--- src/rtl/pipe_stage_pkg.sv ---
// Shared definitions for the pipeline stage register: occupancy state
// encoding and the NOP payload fields that make up an inter-stage bubble.
// Imported by pipe_stage; no logic of its own.
package pipe_stage_pkg;

   // Occupancy of the stage: nothing held, main register only, main plus skid.
   typedef enum logic [1:0] {
      ST_EMPTY = 2'd0,
      ST_ONE   = 2'd1,
      ST_FULL  = 2'd2
   } state_e;

   // Field values that together form a decode-level no-op.
   localparam logic [7:0]  SUB_TYPE_NOP  = 8'h00;
   localparam logic [2:0]  TYPE_NOP      = 3'b000;
   localparam logic [31:0] ZERO_WORD     = 32'h0000_0000;
   localparam logic [4:0]  NOP_REG_ADDR  = 5'b00000;
   localparam logic        WRITE_DISABLE = 1'b0;

   // ID/EX boundary payload layout; 49 bits, zero-extended into the stage word.
   typedef struct packed {
      logic [7:0]  aluop;
      logic [2:0]  alusel;
      logic [31:0] reg1;
      logic [4:0]  wd;
      logic        wreg;
   } id_ex_t;

   localparam id_ex_t ID_EX_NOP = '{
      aluop:  SUB_TYPE_NOP,
      alusel: TYPE_NOP,
      reg1:   ZERO_WORD,
      wd:     NOP_REG_ADDR,
      wreg:   WRITE_DISABLE
   };

endpackage

--- src/rtl/pipe_stage.sv ---
// Purpose : pipeline stage register with valid/ready handshake, one-entry skid
//           buffer, synchronous flush and a saturating stall-cycle counter.
// Latency : 1 cycle in_fire -> out_valid; full throughput while out_ready=1.
// Backpr. : in_ready is a flop; one extra entry is absorbed into the skid
//           register after out_ready falls, then in_ready drops.
// Ports   : clk, rst (sync, active-high), flush; in_valid/in_ready/in_data
//           upstream; out_valid/out_ready/out_data downstream; stall_cnt.
module pipe_stage
   import pipe_stage_pkg::*;
#(
   parameter int                DATA_W    = 64,
   parameter logic [DATA_W-1:0] NOP_VALUE = {DATA_W{1'b0}},
   parameter int                CNT_W     = 16
) (
   input  logic              clk,
   input  logic              rst,
   input  logic              flush,
   input  logic              in_valid,
   output logic              in_ready,
   input  logic [DATA_W-1:0] in_data,
   output logic              out_valid,
   input  logic              out_ready,
   output logic [DATA_W-1:0] out_data,
   output logic [CNT_W-1:0]  stall_cnt
);

   state_e              state_q, state_d;
   logic [DATA_W-1:0]   main_q, main_d;
   logic [DATA_W-1:0]   skid_q, skid_d;
   logic                in_ready_q, in_ready_d;
   logic                out_valid_q, out_valid_d;
   logic [CNT_W-1:0]    cnt_q, cnt_d;
   logic                in_fire, out_fire;

   always_comb begin
      state_d  = state_q;
      main_d   = main_q;
      skid_d   = skid_q;
      cnt_d    = cnt_q;
      in_fire  = in_valid & in_ready_q;
      out_fire = out_valid_q & out_ready;

      // Stall counter saturates; flush leaves it alone.
      if (out_valid_q && !out_ready && (cnt_q != {CNT_W{1'b1}}))
         cnt_d = cnt_q + CNT_W'(1);

      unique case (state_q)
         ST_EMPTY: begin
            if (in_fire) begin
               state_d = ST_ONE;
               main_d  = in_data;
            end
         end
         ST_ONE: begin
            if (in_fire && out_fire) begin
               main_d = in_data;
            end else if (in_fire) begin
               state_d = ST_FULL;
               skid_d  = in_data;
            end else if (out_fire) begin
               state_d = ST_EMPTY;
               main_d  = NOP_VALUE;
            end
         end
         ST_FULL: begin
            // in_ready_q is 0 here, so only the drain side can move.
            if (out_fire) begin
               state_d = ST_ONE;
               main_d  = skid_q;
               skid_d  = NOP_VALUE;
            end
         end
         default: begin
            state_d = ST_EMPTY;
            main_d  = NOP_VALUE;
            skid_d  = NOP_VALUE;
         end
      endcase

      // A same-cycle out_fire has already been sampled downstream; any
      // same-cycle in_fire is swallowed by clearing everything.
      if (flush) begin
         state_d = ST_EMPTY;
         main_d  = NOP_VALUE;
         skid_d  = NOP_VALUE;
      end

      // Both handshake outputs are registered from the next state so no
      // combinational path reaches them.
      out_valid_d = (state_d != ST_EMPTY);
      in_ready_d  = (state_d != ST_FULL);
   end

   always_ff @(posedge clk) begin
      if (rst) begin
         state_q     <= ST_EMPTY;
         main_q      <= NOP_VALUE;
         skid_q      <= NOP_VALUE;
         in_ready_q  <= 1'b1;
         out_valid_q <= 1'b0;
         cnt_q       <= '0;
      end else begin
         state_q     <= state_d;
         main_q      <= main_d;
         skid_q      <= skid_d;
         in_ready_q  <= in_ready_d;
         out_valid_q <= out_valid_d;
         cnt_q       <= cnt_d;
      end
   end

   assign in_ready  = in_ready_q;
   assign out_valid = out_valid_q;
   assign out_data  = main_q;
   assign stall_cnt = cnt_q;

endmodule

--- config.mk ---
export PLATFORM = sky130hd
export DESIGN_NAME = pipe_stage
export DESIGN_NICKNAME = d
export VERILOG_FILES = /design/src/rtl/pipe_stage_pkg.sv /design/src/rtl/pipe_stage.sv
export SDC_FILE = /design/constraint.sdc
export NUM_CORES = 1
export LEC_CHECK = 0
export BUFFER_PORTS_ARGS = -buffer_cell sky130_fd_sc_hd__buf_4
export CAP_MARGIN = 20
export CELL_PAD_IN_SITES_DETAIL_PLACEMENT = 1
export CELL_PAD_IN_SITES_GLOBAL_PLACEMENT = 1
export CORE_MARGIN = 2
export CORE_UTILIZATION = 40
export CTS_CLUSTER_SIZE = 25
export DETAILED_ROUTE_END_ITERATION = 7
export PLACE_DENSITY = 0.82
export SYNTH_ARGS = -nofsm -noshare
export SYNTH_HDL_FRONTEND = slang
export SYNTH_SLANG_ARGS = --single-unit
--- constraint.sdc ---
create_clock -name clk -period 4.1 [get_ports clk]
set_input_delay 0.41 -clock clk [delete_from_list [all_inputs] [get_ports clk]]
set_output_delay 0.41 -clock clk [all_outputs]
set_load 0.05 [all_outputs]
==> results.txt, run 1 <==
F_max -> 424 MHz
Clk root buf -> clkbuf_16
CTS hold repair buffers -> 0
DRC violations left -> 0
Pin count of the biggest net entering global routing -> 72
Final WL -> 21.8 mm
Post-synth top cells -> dfxtp_1, a21oi_1, o21ai_0
First-pass GRT wire length -> 35.5 mm
Wire per inst -> 19.6 µm
Final hold viol count -> 0
Area grow syn2layout -> 26.2%
P_leak -> 3.12 nW
Worst-Skew Late Latency -> 0.43 ns
Via/cell ratio -> 6.09
Cell count after synthesis -> 780
Initial Util -> 41.1%
Crit-path max FO -> 45
Post-CTS Resized -> 0
CP required -> 4.45 ns
Die Y -> 135 µm
PD cells -> 415 nW/µm²
Yosys warns -> 0
Synth top area cells -> dfxtp_1, a21oi_1, nand4b_1
VDD IR max -> 0.314 mV
DPL Wire Length -> 13.8 mm
Critical path class -> flop to flop
Core area -> 16,600 µm²
#FFs+latches synth -> 148
Worst Skew -> 0.00991 ns
CP arrival -> 2.71 ns
Total power -> 3.59 mW
Synthesized net count -> 850
Rel. slew slack -> 38.0%
Max clock buf depth -> 2
Tmin final -> 2.36 ns
Yosys top cell area share -> 43.3%
Final Setup Violations -> 0
Die area -> 18,200 µm²
Final worst path period share -> 57.5%
Layout fillers -> 1,929
CP endpoint kind -> flop
Number of synthesized flops with an enable pin -> 0
Outcome -> complete, no violations
Design Area, Final -> 8640 µm²
CTS Sinks -> 148
Vias in the first global route -> 6,899
Measured slew at the worst slew-check pin -> 0.930 ns
Max Cap Viol -> 0
TritonCTS clock tree -> built
I/O pins -> 151
H-tree depth -> 4
Via count -> 6,769
Min-Delay Path Class -> input pin to flop
DRT Pass-1 Iters -> 4
Final Wtd Congestion -> 0.781
Synthesized area per cell -> 8.77 µm²
Hold slack -> 0.282 ns
RSZ-0062 raised after global routing -> no
IO buf count -> 150
Total track usage -> 24.2%
Startpoint types -> flop
Mapped Area -> 6840 µm²
Dpl cell area -> 8010 µm²
Layout cells sized above 1 -> 23.9%
Most frequently used flop master after synthesis -> dfxtp_1
Die X -> 135 µm
Seq/Total Area, Yosys -> 43.3%
# diodes -> 0
Fin Setup TNS -> 0 ns
Nets -> 948
Antenna viol nets, final -> 0
Cts bufs inserted -> 17
Row count -> 47
Count leader, synth -> dfxtp_1
Initial antenna violation count -> 0
Core Util, Final -> 51.9%
Post-synthesis cell type count -> 47
Reg clk slew, reported paths -> 0.06 ns
Async SR Flop Fraction -> 0%
Setup bufs post-CTS -> 0
Initial DRC Count -> 513
Max-slew violations -> 0
GR Overflow Total -> 0
Area leader, netlist -> dfxtp_1
==> area by class of cell <==
cell class	instances	area, µm²	area share, %
Multi-Input combinational cell	541	3500	40.5
Timing Repair Buffer	163	1270	14.7
Sequential cell	148	2970	34.3
Clock inverter	9	126	1.46
Clock buffer	23	478	5.53
Inverter	7	26.3	0.304
Tap cell	220	275	3.19
==> critical path, cell delays in order (launching register included) <==
cell	delay (ns)
dfxtp_1	0.43
nand2_1	0.22
nor3_4	0.64
buf_4	0.59
a22oi_1	0.20
a21oi_1	0.17
==> placed cells by master, fill, tap and decap left out, types with 4 or more instances in the layout <==
cell type / count
o31ai_1: 4
nor4_1: 5
o21ai_0: 70
clkbuf_16: 17
or3_1: 6
a22o_1: 63
buf_4: 160
a21oi_1: 136
or4_1: 4
nand2_1: 69
nor2_1: 9
inv_1: 6
clkinv_2: 4
a22oi_1: 63
nand4b_1: 64
nand3_1: 5
dfxtp_1: 146
==> sequential cells by signal, indices dropped and copies added (netlist names) <==
signal and cells:
out_valid 1, stall_cnt 16, out_data 64, skid_q 64
state_q 2, in_ready 1
==> kinds of logic (layout without fill, tap and decap cells) <==
group	Yosys count	in the layout	share of synthesized area [%]
adder cells (fa/ha/maj)	1	1	0.183
flip-flops	148	148	43.3
multiplexers	5	5	0.786
XOR/XNOR	2	2	0.256
AND/OR/NAND/NOR	189	189	17.3
AO/OA/AOI/OAI	344	344	32.0
buffers and inverters	91	202	6.16
==> worst paths after layout <==
check / startpoint / endpoint / slack (ns) / cells after the start
max reg2reg: in_ready$_SDFF_PP1_ / out_data[61]$_SDFFE_PP0P_ / 1.74 / 5
min reg2reg: out_data[26]$_SDFFE_PP0P_ / out_data[26]$_SDFFE_PP0P_ / 0.45 / 2
min: in_data[40] / skid_q[40]$_SDFFE_PP0P_ / 0.28 / 3
max: in_ready$_SDFF_PP1_ / out_data[61]$_SDFFE_PP0P_ / 1.74 / 5
==> report_power, final <==
part	leakage, nW	switching [mW]	internal, mW
Combinational	1.62	0.308	0.166
Sequential	1.20	0.0277	1.47
Clock	0.297	0.613	1.00
Total	3.12	0.948	2.64
==> per-layer routing <==
metal | track usage [%] | wire length (µm) | part of all wire [%] | vias to the layer above
met5 | 0 | 0 | 0 | -
met1 | 30.2 | 9400 | 43 | 3402
met4 | 7.84 | 301 | 1.4 | 0
met2 | 41.7 | 10900 | 50 | 190
met3 | 4.92 | 1160 | 5.3 | 27
li1 | - | - | - | 3150
==> stage by stage <==
stage          worst slack (ns)  cells
2_1_floorplan              2.02    780
3_3_place_gp               1.37   1076
3_5_place_dp               1.29   1078
4_1_cts                    1.26   1110
5_1_grt                    1.55   1111
6_report                   1.74   1111
(Power assumes the default switching activity.)
==> inputs of run 2 (changes only) <==
==> constraint.sdc (replaced) <==
create_clock -name clk -period 2.3 [get_ports clk]
set_input_delay 0.23 -clock clk [delete_from_list [all_inputs] [get_ports clk]]
set_output_delay 0.23 -clock clk [all_outputs]
set_load 0.05 [all_outputs]
==> run 2 against run 1 <==
  * Worst hold slack lost 0.18 ns
  * Worst setup slack lost 1.5 ns
  * First-iteration DRC count shrank 9.9%
  * Global-route usage grew 0.78 points
==> results.txt, run 2 (synthesis gave the netlist of run 1 again) <==
Cts bufs inserted -> 17 (unchanged)
DRC violations left -> 0 (unchanged)
Total track usage -> 24.9% (+0.78 points)
Row count -> 47 (unchanged)
Pin count of the biggest net entering global routing -> 55 (-24%)
Core Util, Final -> 52.7% (+0.78 points)
TritonCTS clock tree -> built
Worst path max stage delay -> 0.61 ns (-0.03 ns)
First-pass GRT wire length -> 36.6 mm (+3.3%)
VDD IR max -> 0.518 mV (+65%)
Worst r2r src -> state_q[0]$_SDFF_PP0_
Final WL -> 22.5 mm (+3.5%)
Hold endpoint -> skid_q[56]$_SDFFE_PP0P_
Startpoint types -> flop
Die area -> 18,200 µm² (unchanged)
Min-Delay Path Class -> input pin to flop
PD cells -> 726 nW/µm² (+75%)
I/O pins -> 151 (unchanged)
Final Wtd Congestion -> 0.762 (-2.5%)
Rel. slew slack -> 51.9% (+14 points)
Die X -> 135 µm (unchanged)
Area grow syn2layout -> 28.1%
Hold slack -> 0.100 ns (-0.181 ns)
FF-to-FF End -> out_data[50]$_SDFFE_PP0P_
Max Cap Viol -> 0 (unchanged)
Final Setup Violations -> 0 (unchanged)
Vias in the first global route -> 7,183 (+4.1%)
CP arrival -> 2.42 ns (-0.29 ns)
CP required -> 2.65 ns (-1.80 ns)
Worst Skew -> 0.00767 ns (-0.00224 ns)
Worst reg-to-reg setup slack -> 0.23 ns (-1.52 ns)
DRT Pass-1 Iters -> 5 (+1)
P_leak -> 3.17 nW (+1.9%)
CTS Sinks -> 148 (unchanged)
Critical path's most frequent cell -> buf_4
Die Y -> 135 µm (unchanged)
Initial antenna violation count -> 0 (unchanged)
Max clock buf depth -> 2 (unchanged)
Worst path cell trace -> buf_4, nand2b_1, o32ai_4, buf_4, nand2_1, a31oi_1
Depth of the worst register-to-register path -> 6 (+1)
CP endpoint kind -> flop
RSZ-0062 raised after global routing -> no
Initial Util -> 41.1% (unchanged)
Post-CTS Resized -> 0 (unchanged)
DPL Wire Length -> 14.3 mm (+3.5%)
H-tree depth -> 4 (unchanged)
Measured slew at the worst slew-check pin -> 0.714 ns (-0.216 ns)
Fin Setup TNS -> 0 ns (unchanged)
Wire per inst -> 20.1 µm (+2.5%)
CP max-delay cell -> dfxtp_2
Design Area, Final -> 8770 µm² (+1.5%)
Worst-Skew Late Latency -> 0.42 ns (about the same)
Final worst path period share -> 90.2% (+33 points)
F_max -> 482 MHz (+14%)
Antenna viol nets, final -> 0 (unchanged)
Clk root buf -> clkbuf_16
Dpl cell area -> 8170 µm² (+2.0%)
Max-slew violations -> 0 (unchanged)
Layout cells sized above 1 -> 25.2% (+1.3 points)
Final hold viol count -> 0 (unchanged)
Outcome -> complete, no violations
Setup bufs post-CTS -> 0 (unchanged)
Crit-path max FO -> 37 (-18%)
Initial DRC Count -> 462 (-9.9%)
GR Overflow Total -> 0 (unchanged)
# diodes -> 0 (unchanged)
IO buf count -> 150 (unchanged)
Worst hold start -> in_data[56]
Reg clk slew, reported paths -> 0.07 ns (about the same)
Tmin final -> 2.07 ns (-0.282 ns)
Hold Path Depth -> 3 (unchanged)
Via/cell ratio -> 6.11 (+0.35%)
Critical path class -> flop to flop
Core area -> 16,600 µm² (unchanged)
CTS hold repair buffers -> 0 (unchanged)
Most frequent cells in the layout -> buf_4, dfxtp_1, a21oi_1
Via count -> 6,860 (+1.3%)
Nets -> 959 (+1.2%)
Most common cell after layout, fill and taps aside -> buf_4
[run 2: cell count changes in the layout (fill, tap and decap cells not counted), sizes merged]
cell | before | now
clkinv | 5 | 6
inv | 7 | 8
bufinv | 3 | 2
clkinvlp | 1 | 5
clkbuf | 23 | 18
buf | 163 | 174
[run 2: cell type report]
cell class / instances / area (µm²)
Timing Repair Buffer: 174 / 1410
Inverter: 7 / 26.3
Clock buffer: 18 / 439
Fill cell: 1906 / 7880
Multi-Input combinational cell: 541 / 3500
Tap cell: 220 / 275
Sequential cell: 148 / 2970
Clock inverter: 14 / 155
[run 2: through the flow]
step / cells / power, mW / setup WS, ns
6_report: 1122 / 6.36 / 0.225
5_1_grt: 1122 / 6.59 / 0.0603
4_1_cts: 1122 / 6.41 / 0.195
3_5_place_dp: 1090 / 3.61 / 0.241
3_3_place_gp: 1088 / 3.56 / 0.338
2_1_floorplan: 780 / 3.25 / 0.219
[run 2: report_power, final]
group | internal [mW] | switching (mW) | leakage (nW) | total (mW)
sequential | 2.62 | 0.0409 | 1.20 | 2.66
combinational | 0.324 | 0.572 | 1.70 | 0.897
clock | 1.63 | 1.17 | 0.275 | 2.81
[run 2: worst max-delay path: cells and delay by family, from the launching register on]
| kind | cells | cell delay [ns] |
|---|---|---|
| DFF | 1 | 0.61 |
| buffers and inverters | 2 | 0.78 |
| and+or+nand+nor | 2 | 0.23 |
| AOI/OAI and AO/OA | 2 | 0.36 |
[run 2: routing by layer]
metal | part of all wire [%] | up-vias | GRT usage, % | wire length, µm
met5 | 0 | - | 0 | 0
met3 | 5.0 | 31 | 5.03 | 1140
li1 | - | 3178 | - | -
met1 | 44 | 3432 | 30.9 | 9810
met2 | 50 | 219 | 42.9 | 11300
met4 | 1.4 | 0 | 9.01 | 321
[run 2: worst max path at each step]
stage,start,to,slack (ns),depth (start not counted)
2_1_floorplan,stall_cnt[0]$_SDFFE_PP0P_,stall_cnt[1]$_SDFFE_PP0P_,0.22,5
3_3_place_gp,state_q[0]$_SDFF_PP0_,out_data[50]$_SDFFE_PP0P_,0.34,6
3_5_place_dp,state_q[0]$_SDFF_PP0_,out_data[27]$_SDFFE_PP0P_,0.24,6
4_1_cts,state_q[0]$_SDFF_PP0_,out_data[50]$_SDFFE_PP0P_,0.19,6
5_1_grt,state_q[0]$_SDFF_PP0_,out_data[27]$_SDFFE_PP0P_,0.06,6
6_report,state_q[0]$_SDFF_PP0_,out_data[50]$_SDFFE_PP0P_,0.23,6
==> inputs of run 3 (changes only) <==
--- a/config.mk
+++ b/config.mk
@@ -11,6 +11,7 @@
 export CELL_PAD_IN_SITES_GLOBAL_PLACEMENT = 1
 export CORE_MARGIN = 2
 export CORE_UTILIZATION = 40
+export CTS_BUF_LIST = sky130_fd_sc_hd__clkbuf_8
 export CTS_CLUSTER_SIZE = 25
 export DETAILED_ROUTE_END_ITERATION = 7
 export PLACE_DENSITY = 0.82
==> run 3 against run 2 <==
  * Clock power shrank 26%
  * Critical path type unchanged
  * Sequential share of layout area rose by 0.76 points
  * First-iteration DRC count rose by 32%
  * Critical path depth unchanged
  * Combinational power about the same
  * Clock-buffer cell count stayed put
  * Largest power group is now sequential cells
  * Fmax up 1.6%
  * Power shrank 12%
  * Worst setup slack better by 0.033 ns
==> results.txt, run 3 (synthesis gave the netlist of run 1 again) <==
Reg power frac -> 47.2% (+5.4 points)
Via/cell ratio -> 6.12 (about the same)
Core Util, Final -> 51.5% (-1.2 points)
F_max -> 490 MHz (+1.6%)
CP max-delay cell -> dfxtp_2
Crit-path max FO -> 37 (unchanged)
Max-slew violations -> 0 (unchanged)
Fin Setup TNS -> 0 ns (unchanged)
Switch Pwr -> 1.69 mW (-5.4%)
TritonCTS clock tree -> built
Nets -> 959 (unchanged)
Wire per inst -> 20.1 µm (about the same)
Pint -> 3.94 mW (-14%)
CP arrival -> 2.42 ns (about the same)
CP endpoint kind -> flop
Rel. slew slack -> 53.6% (+1.7 points)
Final worst path period share -> 88.8% (-1.4 points)
Most frequent cells in the layout -> buf_4, dfxtp_1, a21oi_1
DRC violations left -> 0 (unchanged)
Clock share of power -> 36.9% (-7.2 points)
Worst reg-to-reg setup slack -> 0.26 ns (+0.03 ns)
CP required -> 2.68 ns (+0.03 ns)
I/O pins -> 151 (unchanged)
Core area -> 16,600 µm² (unchanged)
Die X -> 135 µm (unchanged)
H-tree depth -> 4 (unchanged)
Design Area, Final -> 8570 µm² (-2.2%)
Measured slew at the worst slew-check pin -> 0.690 ns (-0.0247 ns)
Min-Delay Path Class -> input pin to flop
Final WL -> 22.5 mm (about the same)
Worst-Skew Late Latency -> 0.46 ns (+0.04 ns)
RSZ-0062 raised after global routing -> no
DPL Wire Length -> 14.3 mm (unchanged)
Clk root buf -> clkbuf_8
Net Sw Frac -> 30.0% (+1.9 points)
Dpl cell area -> 8170 µm² (unchanged)
Initial Util -> 41.1% (unchanged)
Most common cell after layout, fill and taps aside -> buf_4
Die area -> 18,200 µm² (unchanged)
Area grow syn2layout -> 25.3%
Max clock buf depth -> 2 (unchanged)
Max Cap Viol -> 0 (unchanged)
Worst Skew -> 0.0117 ns (+0.00406 ns)
Row count -> 47 (unchanged)
Crit path buf inv count -> 2 (unchanged)
Worst path max stage delay -> 0.62 ns (about the same)
Final hold viol count -> 0 (unchanged)
Pin count of the biggest net entering global routing -> 55 (unchanged)
# diodes -> 0 (unchanged)
Initial DRC Count -> 608 (+32%)
Setup bufs post-CTS -> 0 (unchanged)
Die Y -> 135 µm (unchanged)
Reg clk slew, reported paths -> 0.09 ns (+0.02 ns)
Post-CTS Resized -> 0 (unchanged)
Gate power share -> 15.9% (+1.8 points)
Via count -> 6,863 (+0.044%)
Antenna viol nets, final -> 0 (unchanged)
Cts bufs inserted -> 17 (unchanged)
Final Setup Violations -> 0 (unchanged)
Final Wtd Congestion -> 0.762 (unchanged)
CTS Sinks -> 148 (unchanged)
Tmin final -> 2.04 ns (-0.0330 ns)
Vias in the first global route -> 7,197 (+0.19%)
DRT Pass-1 Iters -> 8 (+3)
VDD IR max -> 0.321 mV (-38%)
P_leak -> 3.09 nW (-2.7%)
Total track usage -> 24.7% (-0.25 points)
Startpoint types -> flop
Initial antenna violation count -> 0 (unchanged)
CTS hold repair buffers -> 0 (unchanged)
Largest delay share family, worst path -> buffers and inverters
PD cells -> 657 nW/µm² (-9.6%)
Layout cells sized above 1 -> 25.2% (unchanged)
IO buf count -> 150 (unchanged)
Critical path's most frequent cell -> buf_4
Outcome -> complete, no violations
GR Overflow Total -> 0 (unchanged)
Critical path class -> flop to flop
First-pass GRT wire length -> 36.3 mm (-0.83%)
Worst path cell trace -> buf_4, nand2b_1, o32ai_4, buf_4, nand2_1, a31oi_1
[run 3: final cells by class]
type,instances,area (µm²)
Sequential cell,148,2970
Timing Repair Buffer,174,1410
Fill cell,1943,8070
Clock inverter,14,155
Clock buffer,18,248
Tap cell,220,275
Multi-Input combinational cell,541,3500
Inverter,7,26.3
[run 3: tightest hold or removal path, stage by stage]
cell and delay, ns:
buf_4 0.12, nand4b_1 0.07, a21oi_1 0.06
[run 3: layer usage]
metal | part of all wire [%] | vias to the layer above | global-route usage [%]
met5 | 0 | - | 0
met2 | 50 | 223 | 42.3
li1 | - | 3171 | -
met3 | 5.1 | 25 | 5.18
met1 | 44 | 3444 | 30.8
met4 | 1.3 | 0 | 8.48
[run 3: final timing paths]
kind	start	endpoint	depth (start not counted)
min	in_data[56]	skid_q[56]$_SDFFE_PP0P_	3
max	state_q[0]$_SDFF_PP0_	out_data[50]$_SDFFE_PP0P_	6
min reg2reg	out_data[12]$_SDFFE_PP0P_	out_data[12]$_SDFFE_PP0P_	2
max reg2reg	state_q[0]$_SDFF_PP0_	out_data[50]$_SDFFE_PP0P_	6
[run 3: metrics by stage]
stage          power, mW  instances  worst slack, ns  hold slack, ns
4_1_cts             5.67       1122            0.225          0.0316
6_report            5.63       1122            0.258          0.0643
3_3_place_gp        3.56       1088            0.338           0.441
3_5_place_dp        3.61       1090            0.241           0.447
5_1_grt             5.85       1122           0.0645          0.0462
2_1_floorplan       3.25        780            0.219           0.399
[run 3: power groups by stage]
stage | registers (mW) | logic, mW | clock network, mW
2_1_floorplan | 2.85 | 0.398 | 0
3_3_place_gp | 2.71 | 0.846 | 0
3_5_place_dp | 2.72 | 0.890 | 0
4_1_cts | 2.66 | 0.896 | 2.12
5_1_grt | 2.66 | 0.958 | 2.23
6_report | 2.66 | 0.896 | 2.08
